$ cat src/rtl/seq_divider_pkg.sv
// Shared types and helpers for the sequential restoring divider.
package seq_divider_pkg;

  typedef enum logic [1:0] {
    ST_IDLE = 2'd0,
    ST_RUN  = 2'd1,
    ST_DONE = 2'd2
  } state_e;

  // Counter wide enough to hold the value WIDTH itself.
  function automatic int count_width(input int width);
    return $clog2(width) + 1;
  endfunction

endpackage

$ cat src/rtl/seq_divider_cla_sub.sv
// N-bit subtractor a + ~b + 1 built from a ripple of 4-bit carry-lookahead cells.
// Carry-out of 0 means the subtraction borrowed (a < b).
module cla4 (
  input  logic [3:0] a_i,
  input  logic [3:0] b_i,
  input  logic       c_i,
  output logic [3:0] s_o,
  output logic       c_o
);
  logic [3:0] g;
  logic [3:0] p;
  logic       c1, c2, c3;

  assign g  = a_i & b_i;
  assign p  = a_i ^ b_i;
  assign c1 = g[0] | (p[0] & c_i);
  assign c2 = g[1] | (p[1] & g[0]) | (p[1] & p[0] & c_i);
  assign c3 = g[2] | (p[2] & g[1]) | (p[2] & p[1] & g[0]) | (p[2] & p[1] & p[0] & c_i);
  assign c_o = g[3] | (p[3] & g[2]) | (p[3] & p[2] & g[1])
             | (p[3] & p[2] & p[1] & g[0]) | ((&p) & c_i);
  assign s_o = p ^ {c3, c2, c1, c_i};
endmodule

module cla_sub #(
  parameter int N = 36
) (
  input  logic [N-1:0] a_i,
  input  logic [N-1:0] b_i,
  output logic [N-1:0] diff_o,
  output logic         carry_o
);
  localparam int SLICES = N / 4;

  logic [SLICES:0] carry;
  logic [N-1:0]    b_n;

  assign b_n      = ~b_i;
  assign carry[0] = 1'b1;
  assign carry_o  = carry[SLICES];

  for (genvar i = 0; i < SLICES; i++) begin : g_slice
    cla4 u_cla4 (
      .a_i (a_i[4*i +: 4]),
      .b_i (b_n[4*i +: 4]),
      .c_i (carry[i]),
      .s_o (diff_o[4*i +: 4]),
      .c_o (carry[i+1])
    );
  end
endmodule

$ cat src/rtl/seq_divider.sv
// Multi-cycle unsigned restoring divider: one quotient bit per clock, registered results.
// WIDTH must be a multiple of 4 so the subtractor splits evenly into 4-bit cells.
module seq_divider
  import seq_divider_pkg::*;
#(
  parameter int WIDTH = 32
) (
  input  logic             clk,
  input  logic             reset,
  input  logic             op_start,
  input  logic [WIDTH-1:0] dividend,
  input  logic [WIDTH-1:0] divisor,
  output logic             busy,
  output logic             op_done,
  output logic [WIDTH-1:0] quotient,
  output logic [WIDTH-1:0] remainder,
  output logic             div_by_zero
);

  localparam int                CW           = count_width(WIDTH);
  localparam int                SW           = WIDTH + 4;
  localparam logic [WIDTH-1:0]  DBZ_QUOTIENT = '1;

  state_e           state_q, state_d;
  logic [CW-1:0]    count_q, count_d;
  logic [WIDTH-1:0] r_q, r_d, q_q, q_d, dvsr_q, dvsr_d;
  logic [WIDTH-1:0] quot_q, quot_d, rem_q, rem_d;
  logic             dbz_q, dbz_d;

  logic [SW-1:0]    trial_a, trial_b, diff_w;
  logic             cout_w, borrow_w, last_step;
  logic [WIDTH-1:0] r_next_w, q_next_w;
  logic             unused_diff_hi;

  // The partial remainder keeps every bit of R plus the incoming quotient bit (WIDTH+1 bits).
  assign trial_a   = {3'b000, r_q, q_q[WIDTH-1]};
  assign trial_b   = {4'b0000, dvsr_q};
  assign borrow_w  = ~cout_w;
  assign r_next_w  = borrow_w ? trial_a[WIDTH-1:0] : diff_w[WIDTH-1:0];
  assign q_next_w  = {q_q[WIDTH-2:0], ~borrow_w};
  assign last_step = (count_q == CW'(WIDTH - 1));
  assign unused_diff_hi = ^diff_w[SW-1:WIDTH];

  cla_sub #(.N(SW)) u_sub (
    .a_i     (trial_a),
    .b_i     (trial_b),
    .diff_o  (diff_w),
    .carry_o (cout_w)
  );

  always_ff @(posedge clk) begin
    // NOTE: registers use non-blocking assignment so every flop samples pre-edge values.
    if (reset) state_q <= ST_IDLE;
    else       state_q <= state_d;
  end

  always_comb begin
    // NOTE: a default assignment first means no path leaves state_d unassigned (no latch).
    state_d = state_q;
    case (state_q)
      ST_IDLE: if (op_start) state_d = (divisor == '0) ? ST_DONE : ST_RUN;
      ST_RUN:  if (last_step) state_d = ST_DONE;
      ST_DONE: state_d = ST_IDLE;
      default: state_d = ST_IDLE;
    endcase
  end

  always_comb begin
    busy    = (state_q != ST_IDLE);
    op_done = (state_q == ST_DONE);
  end

  always_comb begin
    count_d = count_q;
    r_d     = r_q;
    q_d     = q_q;
    dvsr_d  = dvsr_q;
    quot_d  = quot_q;
    rem_d   = rem_q;
    dbz_d   = dbz_q;
    case (state_q)
      ST_IDLE: begin
        if (op_start) begin
          count_d = '0;
          r_d     = '0;
          q_d     = dividend;
          dvsr_d  = divisor;
          if (divisor == '0) begin
            quot_d = DBZ_QUOTIENT;
            rem_d  = dividend;
            dbz_d  = 1'b1;
          end
        end
      end
      ST_RUN: begin
        count_d = count_q + CW'(1);
        r_d     = r_next_w;
        q_d     = q_next_w;
        if (last_step) begin
          quot_d = q_next_w;
          rem_d  = r_next_w;
          dbz_d  = 1'b0;
        end
      end
      default: ;
    endcase
  end

  always_ff @(posedge clk) begin
    if (reset) begin
      count_q <= '0;
      r_q     <= '0;
      q_q     <= '0;
      dvsr_q  <= '0;
      quot_q  <= '0;
      rem_q   <= '0;
      dbz_q   <= 1'b0;
    end else begin
      count_q <= count_d;
      r_q     <= r_d;
      q_q     <= q_d;
      dvsr_q  <= dvsr_d;
      quot_q  <= quot_d;
      rem_q   <= rem_d;
      dbz_q   <= dbz_d;
    end
  end

  assign quotient    = quot_q;
  assign remainder   = rem_q;
  assign div_by_zero = dbz_q;

endmodule
$ cat config.mk
export PLATFORM = sky130hd
export DESIGN_NAME = seq_divider
export DESIGN_NICKNAME = d
export VERILOG_FILES = /design/src/rtl/seq_divider_pkg.sv /design/src/rtl/seq_divider_cla_sub.sv /design/src/rtl/seq_divider.sv
export SDC_FILE = /design/constraint.sdc
export NUM_CORES = 1
export LEC_CHECK = 0
export BUFFER_PORTS_ARGS = -buffer_cell sky130_fd_sc_hd__buf_2
export CAP_MARGIN = 20
export CORE_ASPECT_RATIO = 1.25
export CORE_MARGIN = 5
export CORE_UTILIZATION = 51
export DETAILED_ROUTE_END_ITERATION = 8
export PLACE_DENSITY = 0.85
export SLEW_MARGIN = 25
export SYNTH_ARGS = -nofsm -noshare
export SYNTH_HDL_FRONTEND = slang
export SYNTH_HIERARCHICAL = 1
export SYNTH_SLANG_ARGS = --single-unit
$ cat constraint.sdc
create_clock -name clk -period 7.1 [get_ports clk]
set_input_delay 0.355 -clock clk [delete_from_list [all_inputs] [get_ports clk]]
set_output_delay 0.355 -clock clk [all_outputs]
set_load 0.01 [all_outputs]
======== Word-level counts from Yosys, hierarchy flattened ========
Index checks and enable logic that the tools add are counted.
storage, ports and cells
  register bits after elaboration ......... 169
  output and inout bits ................... 67
  logic and storage cells ................. 288
operators by class
  $add $sub $neg .......................... 1
  equal/unequal tests ..................... 6
  mux-type cells .......................... 23
  bitwise operators ....................... 233
  reduce and logical (&&, ||, !) cells .... 17
operators with widths
  cell                 count
  $mux 32              9
  $pmux 32 s2          4
  $and 1x1->1          122
  $or 1x1->1           84
  $xor 4x4->4          16
  $reduce_and 4->1     10
  $not 32->36          1
  $and 4x4->4          8
  $logic_not 32->1     1
  $pmux 6 s2           1
  $add 6x1->6 const B  1
  $eq 6x5->1 const B   1
  $mux 2               3
  $mux 6               1
  $ne 2x2->1 const B   3
  $reduce_and 2->1     3
  $and 1x4->4          1
  $pmux 2 s2           1
  $reduce_bool 2->1    2
  $xor 1x4->4          1
  $mux 1               3
  $eq 2x1->1 const B   1
  $eq 2x2->1 const B   1
  $logic_not 2->1      1
  $pmux 1 s2           1

======== Logic depth before layout (Yosys ltp) ========
Gate-level depths: netlist (run 1).
  depth in word-level cells ............... 26
  depth in mapped cells ................... 35
  depth with buffers taken out ............ 34

======== Modules after synthesis ========
Netlist (run 1), hierarchy kept.
modules (own cells, without submodules)
  module       times used  cells an instance  area an instance (um2)  sequential area each (um2)
  seq_divider  1           780                6746.5                  3383.2
  cla4         9           17                 147.6                   0.0
  cla_sub      1           37                 138.9                   0.0

======== Worst setup path before layout (run 1) ========
OpenSTA, ideal clock, no wires.
  kind .................................... register to register
  from .................................... register dvsr_q[0]
  to ...................................... register rem_q[10] (netlist: remainder[10])
  library setup time ...................... 0.086 ns
  data arrival time ....................... 6.594 ns
  required time ........................... 7.014 ns
  slack ................................... 0.421 ns
  stages on the path, launching flop included .. 36
  buffers on the path ..................... 2
  path through ............................ dfxtp_1 > inv_1 > ha_1 > a21o_1 > a31o_1 > a21o_1 > a21o_1 > a31o_1 > a21o_1 > a21o_1 > a31o_1 > a21o_1 > a21o_1 > a31o_1 > a21o_1 > a21o_1 > a31o_1 > a21o_1 > a21o_1 > a31o_1 > a21o_1 > a21o_1 > a31o_1 > a21o_1 > a21o_1 > a31o_1 > a21o_1 > a21o_1 > a31o_1 > a21o_1 > clkbuf_1 > buf_2 > mux2i_1 > nor2_1 > a21oi_1 > a211oi_1
on the way
  cells in the longest elaborated chain, start to end .. 24
ends and longest elaborated chain
  item                      line                       RTL
  start: declaration        seq_divider.sv:26          logic [WIDTH-1:0] r_q, r_d, q_q, q_d, dvsr_q, dvsr_d;
  start signal: assignment  seq_divider.sv:122         dvsr_q <= dvsr_d;
  $not 32->36 *             seq_divider_cla_sub.sv:37  assign b_n = ~b_i;
  named net u_sub.b_n[0]    seq_divider_cla_sub.sv:35  logic [N-1:0] b_n;
  $and 4x4->4               seq_divider_cla_sub.sv:14  assign g = a_i & b_i;
  $and 1x1->1               seq_divider_cla_sub.sv:20  | (p[3] & p[2] & p[1] & g[0]) | ((&p) & c_i);
  $or 1x1->1                seq_divider_cla_sub.sv:20
  $or 1x1->1 *              seq_divider_cla_sub.sv:20
  named net u_sub.carry[1]  seq_divider_cla_sub.sv:34  logic [SLICES:0] carry;
  $and 1x1->1 *             seq_divider_cla_sub.sv:20
  [... 1 more ...]          --
  named net u_sub.carry[2]  seq_divider_cla_sub.sv:34
  [... 2 more ...]          --
  named net u_sub.carry[3]  seq_divider_cla_sub.sv:34
  [... 2 more ...]          --
  named net u_sub.carry[4]  seq_divider_cla_sub.sv:34
  [... 2 more ...]          --
  named net u_sub.carry[5]  seq_divider_cla_sub.sv:34
  [... 2 more ...]          --
  named net u_sub.carry[6]  seq_divider_cla_sub.sv:34
  [... 2 more ...]          --
  named net u_sub.carry[7]  seq_divider_cla_sub.sv:34
  [... 1 more ...]          --
  $or 1x1->1 *              seq_divider_cla_sub.sv:20
  named net u_sub.carry[8]  seq_divider_cla_sub.sv:34
  $and 1x1->1 *             seq_divider_cla_sub.sv:20
  $or 1x1->1 *              seq_divider_cla_sub.sv:20
  named net cout_w          seq_divider.sv:31          logic cout_w, borrow_w, last_step;
  $mux 32 *                 seq_divider.sv:39          assign r_next_w = borrow_w ? trial_a[WIDTH-1:0] : diff_w[WIDTH-1:0];
  $mux 32 *                 seq_divider.sv:99          if (last_step) begin
  $pmux 32 s2 *             seq_divider.sv:81          case (state_q)
  end signal: assignment    seq_divider.sv:124         rem_q <= rem_d;
  end: declaration          seq_divider.sv:27          logic [WIDTH-1:0] quot_q, quot_d, rem_q, rem_d;
The timed path passes the listed nets; every way through them passes the cells marked *. The select of a mux whose other input is x is not followed.
A chain may end at the register's enable or synchronous reset.

======== Final worst setup path (run 1) ========
  from .................................... register dvsr_q[0]
  to ...................................... register rem_q[0] (netlist: remainder[0])
Same word-level chain as after synthesis.

==> results.py, run 1 <==
metrics = {
    "worst_setup_path": {
        "worstPathRequired_ns": 7.38,
        "end_kind": "register",
        "slowest_delay_ns": 0.32,
        "startpoint_type": "register",
        "crit_arrival_ns": 7.14,
        "slowest_stage": "dfxtp_2",
        "worst_path_most_repeated_cell": "a21o_1",
        "critPathKind": "reg2reg",
        "path_max_fanout": 7,
    },
    "placement": {
        "gp_congestion": 0.926,
        "hpwl_microns": 14700,
        "port_buffers": 133,
    },
    "routing": {
        "ant_nets": 0,
        "post-route-drc-count": 0,
        "drt_wl_total_microns": 23000,
        "detail_route.iter0.violations": 865,
        "wl_per_cell_microns": 17.7,
        "via_per_inst": 5.79,
        "dr_total_vias": 7495,
        "firstDrtPassIters": 5,
    },
    "floorplan": {
        "rows": 51,
        "die_area_sq_um": 18600,
        "dieWidth_microns": 123,
        "core-area_sq_um": 15600,
        "die_y_microns": 151,
        "initial_core_util_pct": 52.1,
        "ios": 134,
    },
    "clock_network": {
        "cts_tree": "done",
        "cts_sinks": 169,
        "worstSkewPairLatency_ns": 0.42,
        "path_clk_slew_ns": 0.07,
        "ctsHtreeMaxLevel": 4,
        "cts_inserted_buffers": 17,
        "clockBufferDepth": 2,
        "cts_root_buf": "clkbuf_16",
    },
    "worst_hold_path": {
        "hold_class": "in2reg",
    },
    "sta": {
        "fmax_mhz": 146,
        "post-route-period-util_pct": 96.6,
        "worst_pin_slew_ns": 1.03,
        "slew_headroom_pct": 31.1,
        "tns_ns": 0,
        "finalCriticalPeriod_ns": 6.86,
        "hold_viol_final": 0,
        "setup_viol": 0,
        "whs_ns": 0.182,
        "finalMaxSlewViolations": 0,
        "clock_skew_ns": 0.0125,
    },
    "cells_and_area": {
        "area_growth_pct": 19.2,
        "layout-drive-gt1-share_pct": 20.4,
        "layout.nets": 1181,
        "multiInputGateArea_sq_um": 4310,
        "seq_area_sq_um": 3380,
        "n_fill_cell": 1234,
    },
    "power_and_ir_drop": {
        "power_density_nw_per_um2": 277,
        "p_leak_uw": 0.00430,
        "peakVddDrop_uv": 194,
    },
    "grt": {
        "grt_pass1_vias": 7035,
        "grt_max_degree": 95,
        "grt_util_all_layers_pct": 23.5,
        "overflow": 0,
        "grt_pass1_wl_microns": 35200,
        "antenna_found_initial": 1,
    },
    "yosys": {
        "avgSynthCellArea_sq_um": 8.48,
        "netlist_instances": 961,
        "yosysWarnings": 6,
        "syn_area_sq_um": 8150,
    },
    "outcome": {
        "status": "complete, no violations",
    },
    "flow_run": {
        "cap_violations": 0,
    },
}
## metrics by stage
step                worst slack [ns]  cell area (sq um)  power [uW]  util [%]  cells
finish                         0.238               9710        2690      62.1   1294
global placement               0.152               8870        1680      56.7   1252
CTS                           0.0275               9500        2640      60.8   1284
global route                 -0.0197               9710        2810      62.1   1294
floorplan                      0.485               8170        1550         -    968
detailed placement         -0.000914               8890        1710      56.8   1253
## metal layers
layer	track usage (%)	vias to the layer above	part of all wire, %
li1	-	3546	-
met1	30.8	3523	43
met2	38.5	368	47
met3	3.88	58	7.0
met4	9.36	0	2.5
met5	0	-	0
## final cells by class
cell class,instances,area share [%]
inverters,72,2.78
diodes,1,0.0258
well taps,212,2.73
flip-flops and latches,169,34.9
clock buffers,17,4.38
clock inverters,14,1.69
repair buffers,150,9.11
multi-input cells,659,44.4
## layout by cell type, fill, tap and decap left out, types with 3 or more instances in the layout
cell / count
nor2_1: 95
ha_1: 36
inv_8: 3
mux2_2: 5
inv_1: 71
mux2i_1: 27
buf_4: 11
clkbuf_16: 20
a211oi_2: 5
inv_6: 3
nor4_1: 8
a21oi_1: 157
a31o_1: 9
dfxtp_1: 168
o221a_1: 32
fa_1: 8
nand3_1: 7
nor2_2: 4
a21oi_2: 6
a21o_1: 26
conb_1: 9
a21bo_2: 3
xnor2_1: 16
xor2_1: 8
buf_2: 132
clkinvlp_4: 4
nand2_1: 113
a211oi_1: 53
## power breakdown
part / leakage (uW) / internal, uW / switching (uW)
Sequential: 0.00138 / 1020 / 54.7
Clock: 0.000278 / 527 / 403
Combinational: 0.00264 / 300 / 386
Total: 0.00430 / 1850 / 844
## repair_timing
action / in CTS / in global routing
pin swaps: 1 / 24
hold buffers: 0 / 0
setup endpoints to repair: 22 / 64
setup buffers: 0 / 4
cloned: 0 / 5
resized for setup: 5 / 20
## critical path, delay by kind of cell (launching register included)
| kind | cells | cell delay (ns) |
|---|---|---|
| compound gates | 29 | 5.51 |
| fa+ha+maj | 1 | 0.26 |
| buf+inv | 1 | 0.05 |
| flops | 1 | 0.32 |
| mux | 1 | 0.29 |
| simple gates | 2 | 0.28 |
## state kept, by name, indices dropped and copies added (netlist names)
register / cells
count_q: 6
div_by_zero: 1
dvsr_q: 32
q_q: 32
quotient: 32
r_q: 32
remainder: 32
state_q: 2
## worst paths after layout
path,start,endpoint,slack (ns),cells past startpoint
setup / recovery,dvsr_q[0],remainder[0],0.24,34
hold / removal,divisor[12],dvsr_q[12],0.18,3
setup reg to reg,dvsr_q[0],remainder[0],0.24,34
hold reg to reg,dvsr_q[0],dvsr_q[0],0.45,2
Note: power is estimated with default switching activity, not from simulation.
==> inputs of run 2 (changes only) <==
ABC_AREA = 1   (was default)
CORE_UTILIZATION = 52   (was 51)
PLACE_DENSITY = 0.86   (was 0.85)
SKIP_CTS_REPAIR_TIMING = 1   (was default)
==> results.py, run 2 <==
metrics = {
    "worst_hold_path": {
        "hold_path_end": "dvsr_q[19]",
        "hold_path.startpoint": "divisor[19]",
        "whs_path_depth": 3,
        "hold_class": "in2reg",
    },
    "outcome": {
        "status": "complete, no violations",
    },
    "sta": {
        "setup_ws_ns": 1.83,
        "clock_skew_ns": 0.00928,
        "finalMaxSlewViolations": 0,
        "rsz0062_at_grt": "no",
        "worst_pin_slew_ns": 0.885,
        "finalCriticalPeriod_ns": 5.27,
        "hold_viol_final": 0,
        "slew_headroom_pct": 41.0,
        "post-route-period-util_pct": 74.2,
        "setup_viol": 0,
        "fmax_mhz": 190,
        "tns_ns": 0,
        "whs_ns": 0.190,
    },
    "routing": {
        "dr_total_vias": 8610,
        "drt_wl_total_microns": 23400,
        "ant_nets": 0,
        "firstDrtPassIters": 5,
        "wl_per_cell_microns": 14.4,
        "via_per_inst": 5.29,
        "post-route-drc-count": 0,
        "detail_route.iter0.violations": 669,
    },
    "worst_setup_path": {
        "critPathKind": "reg2reg",
        "crit_arrival_ns": 5.64,
        "worstPathRequired_ns": 7.47,
        "slowest_stage": "inv_2",
        "worst_path_most_repeated_cell": "nand3_1",
        "reg2reg_to": "remainder[30]",
        "startpoint_type": "register",
        "ff2ff_path_depth": 45,
        "end_kind": "register",
        "critPathLaunch": "dvsr_q[1]",
        "r2r-start": "dvsr_q[1]",
        "path_max_fanout": 32,
        "slowest_delay_ns": 0.44,
        "r2r_setup_slack_ns": 1.83,
    },
    "placement": {
        "hpwl_microns": 16000,
        "dp_slack_ns": 1.97,
        "gp_congestion": 0.878,
        "port_buffers": 133,
        "dpl_cell_area_sq_um": 9490,
    },
    "floorplan": {
        "ios": 134,
        "core-area_sq_um": 16700,
        "rows": 53,
        "die_area_sq_um": 19600,
        "initial_core_util_pct": 52.6,
        "dieWidth_microns": 126,
        "die_y_microns": 155,
    },
    "yosys": {
        "yosysWarnings": 6,
        "avgSynthCellArea_sq_um": 6.82,
        "netlist_instances": 1289,
        "syn_area_sq_um": 8780,
    },
    "power_and_ir_drop": {
        "total_power_uw": 2710,
        "peakVddDrop_uv": 157,
        "p_leak_uw": 0.00491,
        "power_density_nw_per_um2": 269,
    },
    "clock_network": {
        "worstSkewPairLatency_ns": 0.43,
        "cts_root_buf": "clkbuf_16",
        "clockBufferDepth": 2,
        "cts_sinks": 169,
        "path_clk_slew_ns": 0.07,
        "cts_tree": "done",
        "cts_inserted_buffers": 17,
        "ctsHtreeMaxLevel": 4,
    },
    "flow_run": {
        "cap_violations": 0,
    },
    "grt": {
        "grt_pass1_wl_microns": 38700,
        "grt_pass1_vias": 8180,
        "overflow": 0,
        "antenna_found_initial": 4,
        "grt_util_all_layers_pct": 23.9,
        "grt_max_degree": 93,
    },
    "cells_and_area": {
        "multiInputGateArea_sq_um": 4560,
        "area_growth_pct": 14.7,
        "layout.nets": 1504,
        "seq_area_sq_um": 3380,
        "stdcell_area_sq_um": 10100,
        "final_cell_mix": "nand2_1 (315), nor2_1 (186), dfxtp_1 (169), inv_1 (134), buf_2 (133)",
        "final_common_cell": "nand2_1",
        "layout-drive-gt1-share_pct": 13.7,
        "n_fill_cell": 1604,
    },
}
## run 2: worst max path at each step
stage / to / slack [ns] / cells after the start
after floorplan: remainder[24] / 2.87 / 47
final: remainder[30] / 1.83 / 45
after global placement: remainder[27] / 2.18 / 45
after CTS: remainder[30] / 1.88 / 45
after detailed placement: remainder[22] / 1.97 / 45
after global routing: remainder[30] / 1.08 / 45
## run 2: per-stage QoR
stage,cells,util [%]
6_report,1627,60.3
5_1_grt,1627,60.3
4_1_cts,1625,60.3
3_5_place_dp,1593,56.8
3_3_place_gp,1593,56.8
2_1_floorplan,1297,-
## run 2: worst max-delay path: cells and delay by family (launching register included)
family | cells | cell delay (ns)
fa+ha+maj | 1 | 0.36
flops | 1 | 0.32
buf+inv | 2 | 0.48
simple gates | 42 | 4.05
## run 2: metal layers
layer / GRT usage (%) / vias to the layer above / wire (microns)
li1: - / 4350 / -
met1: 27.7 / 3899 / 9290
met2: 41.7 / 304 / 11600
met3: 5.39 / 53 / 1670
met4: 11.4 / 4 / 823
met5: 0 / - / 21
## run 2: layout make-up
cell class / instances / share of cell area [%]
timing repair buffer: 143 / 7.35
multi-input combinational: 919 / 45.2
tap: 220 / 2.73
clock buffer: 23 / 4.84
antenna: 2 / 0.0497
inverter: 142 / 5.30
clock inverter: 9 / 0.906
sequential: 169 / 33.6
## run 2: power by group
group	total [uW]	internal (uW)	switching [uW]
logic	689	255	434
clock network	909	521	388
registers	1110	1050	64.7
total	2710	1820	887
==> inputs of run 3 (changes only) <==
clock period = 4.8 ns   (was 7.1 ns; I/O delays follow)
==> results.py, run 3 (synthesis gave the netlist of run 2 again) <==
metrics = {
    "outcome": {
        "status": "complete, no violations",
    },
    "power_and_ir_drop": {
        "swShare_pct": 32.9,
        "pwr-share-clk_pct": 32.4,
        "internal-power_uw": 2780,
        "peakVddDrop_uv": 234,
        "power_density_nw_per_um2": 393,
        "p_seq_share_pct": 39.7,
        "p_leak_uw": 0.00510,
        "net-switching-power_uw": 1360,
        "total_power_uw": 4140,
        "combPwrFrac_pct": 27.8,
    },
    "worst_setup_path": {
        "startpoint_type": "register",
        "crit_arrival_ns": 4.96,
        "slowest_stage": "dfxtp_1",
        "slowest_delay_ns": 0.36,
        "end_kind": "register",
        "critPathKind": "reg2reg",
        "worstPathRequired_ns": 5.13,
        "worst_path_most_repeated_cell": "nand3_2",
        "path_max_fanout": 16,
    },
    "worst_hold_path": {
        "hold_class": "in2reg",
    },
    "cells_and_area": {
        "final_common_cell": "nand2_1",
        "n_fill_cell": 1494,
        "layout-drive-gt1-share_pct": 18.1,
        "final_cell_mix": "nand2_1 (300), nor2_1 (186), dfxtp_1 (166), buf_2 (133), inv_1 (131)",
        "fin_util_pct": 63.0,
        "stdcell_area_sq_um": 10500,
        "layout.nets": 1519,
        "area_growth_pct": 19.8,
    },
    "grt": {
        "grt_pass1_wl_microns": 38600,
        "grt_max_degree": 132,
        "antenna_found_initial": 2,
        "grt_util_all_layers_pct": 24.0,
        "grt_pass1_vias": 8192,
        "overflow": 0,
    },
    "clock_network": {
        "worstSkewPairLatency_ns": 0.44,
        "cts_inserted_buffers": 17,
        "cts_root_buf": "clkbuf_16",
        "cts_sinks": 169,
        "ctsHtreeMaxLevel": 4,
        "cts_tree": "done",
        "clockBufferDepth": 2,
        "path_clk_slew_ns": 0.06,
    },
    "floorplan": {
        "die_area_sq_um": 19600,
        "ios": 134,
        "dieWidth_microns": 126,
        "initial_core_util_pct": 52.6,
        "core-area_sq_um": 16700,
        "rows": 53,
        "die_y_microns": 155,
    },
    "placement": {
        "hpwl_microns": 15900,
        "port_buffers": 133,
        "dpl_cell_area_sq_um": 9520,
        "gp_congestion": 0.923,
        "dp_slack_ns": -0.358,
    },
    "flow_run": {
        "cap_violations": 0,
    },
    "routing": {
        "dr_total_vias": 8808,
        "drt_wl_total_microns": 25000,
        "post-route-drc-count": 0,
        "firstDrtPassIters": 7,
        "detail_route.iter0.violations": 601,
        "wl_per_cell_microns": 15.2,
        "ant_nets": 0,
        "via_per_inst": 5.37,
    },
    "sta": {
        "hold_viol_final": 0,
        "slew_headroom_pct": 40.8,
        "setup_ws_ns": 0.173,
        "fmax_mhz": 216,
        "finalCriticalPeriod_ns": 4.63,
        "setup_viol": 0,
        "clock_skew_ns": 0.00913,
        "finalMaxSlewViolations": 0,
        "whs_ns": 0.0610,
        "rsz0062_at_grt": "yes",
        "worst_pin_slew_ns": 0.888,
        "post-route-period-util_pct": 96.4,
    },
}
==> run 3: power by group through the flow <==
stage,Clock (uW),Combinational (uW),Sequential (uW)
after floorplan,0,738,1680
after detailed placement,0,1010,1670
final,1340,1150,1640
after CTS,1350,1020,1640
after global routing,1410,1290,1660
after global placement,0,986,1670
==> run 3: cell type report <==
cell class	instances	area [sq um]	area share [%]
diodes	1	2.50	0.0238
repair buffers	157	931	8.85
multi-input cells	919	4780	45.5
clock buffers	22	464	4.41
flip-flops and latches	169	3390	32.2
inverters	142	573	5.45
repair inverters	1	8.76	0.0832
clock inverters	8	97.6	0.927
well taps	220	275	2.62
==> run 3: path summary, 6_finish.rpt <==
path / end / from / cells after the start / slack [ns]
worst max-delay path: remainder[27] / q_q[31] / 45 / 0.17
worst min-delay path: dvsr_q[2] / divisor[2] / 3 / 0.06
worst max register to register: remainder[27] / q_q[31] / 45 / 0.17
worst min register to register: quotient[0] / quotient[0] / 2 / 0.44
==> run 3: metal layers <==
metal | GRT usage, % | vias to the layer above | part of all wire [%]
met5 | 0 | - | 0.072
met4 | 12.9 | 2 | 4.9
met3 | 4.26 | 90 | 6.9
met2 | 41.3 | 382 | 48
met1 | 28.2 | 3968 | 40
li1 | - | 4366 | -
==> run 3: critical path: cells and delay by family (launching register included) <==
kind / cells / cell delay [ns]
AND/OR/NAND/NOR: 42 / 3.57
flip-flops: 1 / 0.36
buffers and inverters: 2 / 0.28
adder cells (fa/ha/maj): 1 / 0.30
==> run 3: stage by stage <==
step | cells | setup TNS [ns]
4_1_cts | 1623 | -14.69
5_1_grt | 1639 | -3.70
3_5_place_dp | 1593 | -12.42
6_report | 1639 | 0
3_3_place_gp | 1593 | -2.43
2_1_floorplan | 1297 | 0
